**src/rtl/booth_seq_mult_ctrl.sv**
```systemverilog
// Iterative radix-2 Booth multiplier. One (WIDTH+1)-bit add/sub plus arithmetic shift
// per cycle over WIDTH+1 cycles, with valid/ready handshakes on both sides.
module booth_seq_mult_ctrl #(
    parameter int WIDTH = 8
) (
    input  logic                 clk,
    input  logic                 rst,
    input  logic                 in_valid,
    output logic                 in_ready,
    input  logic                 in_signed,
    input  logic [WIDTH-1:0]     multiplier,
    input  logic [WIDTH-1:0]     multiplicand,
    output logic                 out_valid,
    input  logic                 out_ready,
    output logic [2*WIDTH-1:0]   product,
    output logic                 busy
);

    localparam int CNT_W = $clog2(WIDTH + 2);

    typedef enum logic [1:0] {
        S_IDLE,
        S_RUN,
        S_DONE
    } state_t;

    state_t                  r_state;
    state_t                  w_state_nxt;
    logic signed [WIDTH:0]   r_a;
    logic signed [WIDTH:0]   r_q;
    logic signed [WIDTH:0]   r_m;
    logic                    r_q1;
    logic [CNT_W-1:0]        r_cnt;
    logic                    w_accept;
    logic                    w_last;
    logic signed [WIDTH:0]   w_sum;

    // One extra MSB lets the unsigned mode share the signed Booth datapath.
    function automatic logic signed [WIDTH:0] ext(input logic [WIDTH-1:0] v,
                                                  input logic sgn);
        return {sgn & v[WIDTH-1], v};
    endfunction

    function automatic logic signed [WIDTH:0] booth_sum(input logic signed [WIDTH:0] a,
                                                        input logic signed [WIDTH:0] m,
                                                        input logic q0,
                                                        input logic q1);
        case ({q0, q1})
            2'b01:   return a + m;
            2'b10:   return a - m;
            default: return a;
        endcase
    endfunction

    assign w_accept  = (r_state == S_IDLE) && in_valid;
    assign w_last    = (r_cnt == CNT_W'(WIDTH));
    assign w_sum     = booth_sum(r_a, r_m, r_q[0], r_q1);

    assign in_ready  = (r_state == S_IDLE);
    assign out_valid = (r_state == S_DONE);
    assign busy      = (r_state == S_RUN) || (r_state == S_DONE);
    assign product   = {r_a[WIDTH-2:0], r_q};

    always_ff @(posedge clk or posedge rst) begin
        if (rst) begin
            r_state <= S_IDLE;
        end else begin
            r_state <= w_state_nxt;
        end
    end

    always_comb begin
        w_state_nxt = r_state;
        case (r_state)
            S_IDLE: if (in_valid)  w_state_nxt = S_RUN;
            S_RUN:  if (w_last)    w_state_nxt = S_DONE;
            S_DONE: if (out_ready) w_state_nxt = S_IDLE;
            default:               w_state_nxt = S_IDLE;
        endcase
    end

    // Accept loads operands; each RUN cycle does add/sub then arithmetic shift of {S,Q,q_1}.
    always_ff @(posedge clk or posedge rst) begin
        if (rst) begin
            r_a   <= '0;
            r_q   <= '0;
            r_q1  <= 1'b0;
            r_m   <= '0;
            r_cnt <= '0;
        end else if (w_accept) begin
            r_m   <= ext(multiplicand, in_signed);
            r_q   <= ext(multiplier, in_signed);
            r_a   <= '0;
            r_q1  <= 1'b0;
            r_cnt <= '0;
        end else if (r_state == S_RUN) begin
            r_a   <= {w_sum[WIDTH], w_sum[WIDTH:1]};
            r_q   <= {w_sum[0], r_q[WIDTH:1]};
            r_q1  <= r_q[0];
            r_cnt <= r_cnt + 1'b1;
        end
    end

endmodule
```
**config.mk**
```make
export PLATFORM = sky130hd
export DESIGN_NAME = booth_seq_mult_ctrl
export DESIGN_NICKNAME = d
export VERILOG_FILES = /design/src/rtl/booth_seq_mult_ctrl.sv
export SDC_FILE = /design/constraint.sdc
export NUM_CORES = 1
export LEC_CHECK = 0
export CORE_ASPECT_RATIO = 1.4
export CORE_MARGIN = 2
export CORE_UTILIZATION = 45
export DETAILED_ROUTE_END_ITERATION = 7
export PLACE_DENSITY_LB_ADDON = 0.1
export SLEW_MARGIN = 20
export SYNTH_ARGS = -nofsm -noshare
export SYNTH_HDL_FRONTEND = slang
export SYNTH_SLANG_ARGS = --single-unit
export TNS_END_PERCENT = 5
```
**constraint.sdc**
```tcl
create_clock -name clk -period 5.6 [get_ports clk]
set_input_delay 0.84 -clock clk [delete_from_list [all_inputs] [get_ports clk]]
set_output_delay 0.84 -clock clk [all_outputs]
set_load 0.1 [all_outputs]
```
==> flow_summary.toml <==
[logic_synthesis]
syn-num-nets = 275
ys_warn_count = 0
synth_edf_count = 0
ys_seq_elements = 33
ys_types = 43
ys.flop_type = "dfrtp_1"
synth_top_area_share_pct = 39.0
ys_seq_area_share_pct = 39.0
synth_area_leaders = "dfrtp_1 (39%), ha_1 (8.9%), nand2_1 (7.5%), mux2i_1 (5.2%), xnor2_1 (3.7%)"
syn_area_sq_um = 2120
ys_async_sr_fraction_pct = 100
synth_top_cells_by_count = "nand2_1 (42), dfrtp_1 (33), nor2_1 (16), ha_1 (15), inv_1 (15)"
synthCells = 238
syn_area_per_cell_sq_um = 8.89
yosysMostFrequentCell = "nand2_1"
yosys.area.top_type = "dfrtp_1"

[drt]
via_count = 1696
wirelength_microns = 4310
first_pass_iters = 4
viasPerCell = 5.11
antenna_left = 0
drtIter0Drc = 54
wl_per_cell_microns = 13.0
drc = 0

[die]
std_cell_rows = 29
dieWidth_microns = 62.0
die_h_microns = 85.1
die_area_sq_um = 5270
num_io_pins = 40
coreArea_sq_um = 4540
start_util_pct = 46.6

[critical_path]
r2r_end = "r_a[5]$_DFFE_PP0P_"
arrival_ns = 2.14
cp-start-kind = "register"
rr_worst_depth = 10
crit_required_ns = 4.76
setup.worst_path.end = "in_ready"
crit_fanout = 5
critPathCaptureType = "primary output"
critPathKind = "reg2out"
r2r_setup_slack_ns = 2.86
r2r-start = "r_q1$_DFFE_PP0P_"
setup.worst_path.start = "r_state[0]$_DFFE_PP0P_"

[cts]
clk_pin_slew_ns = 0.06
cts_resized = 0
cts_tree = "yes"
cts_root_buffer = "clkbuf_8"
htreeDepth = 2
numCtsBuffers = 5
postCtsSetupRepairBufs = 0
hold_buffers = 0
cts.sink_count = 33
cts_buffer_depth = 2
clock_latency_ns = 0.29

[timing]
min_period_ns = 2.98
setup_viol = 0
slew_headroom_pct = 34.0
hold_viol = 0
rsz0062_at_grt = "no"
tightest_slew_ns = 0.987
fmax_mhz = 335
fin_crit_sh_pct = 53.3
finalClockSkew_ns = 0.00707
final.setup.tns_ns = 0
finalMaxSlewViolations = 0

[outcome]
status = "completed"

[final_layout]
antenna_cells = 0
drive_above_1_share_pct = 4.44
num-nets-final = 306
area_delta_synth_final_pct = 22.5

[worst_hold_path]
hold_class = "reg2reg"

[place]
portBuffers = 39
dp_hpwl_microns = 3140
gp_congestion = 0.859

[global_route]
first_global_vias = 1639
grt_usage_pct = 19.1
gr-total-overflow = 0
antenna_found_initial = 0
grt_max_degree = 40
grt_pass1_wl_microns = 7550

[run]
drv_cap = 0
## flip-flops by register name, indices dropped and copies added (netlist names)
signal / cells
r_a: 8
r_cnt: 4
r_q: 9
r_m: 9
r_q1: 1
r_state: 2
## cells by family (layout without fill, tap and decap cells)
kind of cell    count (synthesis)  after routing  synth area share (%)
compound gates                 50             50                  15.0
xor+xnor                       12             12                  5.32
buf+inv                        33             65                  7.16
flops                          33             33                  39.0
fa+ha+maj                      16             16                  9.82
mux                            12             12                  5.74
simple gates                   82             82                  17.9
## placed cells by master, fill, tap and decap left out, types with 4 or more instances in the layout
cell and n:
nand2_1 42, clkdlybuf4s50_1 39, dfrtp_1 33, nor2_1 16, inv_1 15, ha_1 15, o21ai_1 13, mux2i_1 11
xnor2_1 9, o21ai_0 9, a21oi_1 6, nor3_1 6, clkbuf_8 5, nand2b_1 4, a31oi_1 4
## routing by layer
| metal | part of all wire, % | global-route usage [%] | vias to the layer above |
|---|---|---|---|
| li1 | - | - | 869 |
| met1 | 44 | 24.5 | 787 |
| met2 | 50 | 30.1 | 30 |
| met3 | 3.5 | 4.27 | 10 |
| met4 | 2.8 | 7.93 | 0 |
| met5 | 0 | 0 | - |
## worst max-delay path, cell delays in order (launching register included)
cell	delay [ns]
dfrtp_1	0.38
inv_1	0.09
ha_1	0.23
clkdlybuf4s50_1	1.16
## per-stage QoR
| stage | hold WS, ns | area, sq um | utilization, % | std cells | setup slack [ns] |
|---|---|---|---|---|---|
| 3_5_place_dp | 0.522 | 2510 | 55.4 | 324 | 2.83 |
| 5_1_grt | 0.571 | 2590 | 57.1 | 332 | 2.52 |
| 3_3_place_gp | 0.507 | 2510 | 55.4 | 324 | 2.92 |
| 6_report | 0.531 | 2590 | 57.1 | 332 | 2.62 |
| 2_1_floorplan | 0.486 | 2120 | - | 238 | 2.30 |
| 4_1_cts | 0.537 | 2590 | 57.1 | 332 | 2.60 |
## worst min path at each step
stage,depth (start not counted),slack (ns),end,start
after global placement,2,0.51,r_q1$_DFFE_PP0P_,r_q1$_DFFE_PP0P_
after detailed placement,2,0.52,r_q1$_DFFE_PP0P_,r_q1$_DFFE_PP0P_
final,2,0.53,r_q1$_DFFE_PP0P_,r_q1$_DFFE_PP0P_
after global routing,2,0.57,r_q1$_DFFE_PP0P_,r_q1$_DFFE_PP0P_
after CTS,2,0.54,r_q1$_DFFE_PP0P_,r_q1$_DFFE_PP0P_
after floorplan,2,0.49,r_q1$_DFFE_PP0P_,r_q1$_DFFE_PP0P_
## cell type report
type | instances | area [sq um]
tap | 62 | 77.6
multi-input combinational | 172 | 1140
fill | 435 | 1940
clock buffer | 8 | 80.1
sequential | 33 | 826
timing repair buffer | 42 | 413
inverter | 15 | 56.3
Power is not shown: default switching activity piles up to over one toggle a cycle in this logic, so the estimate is an artifact.
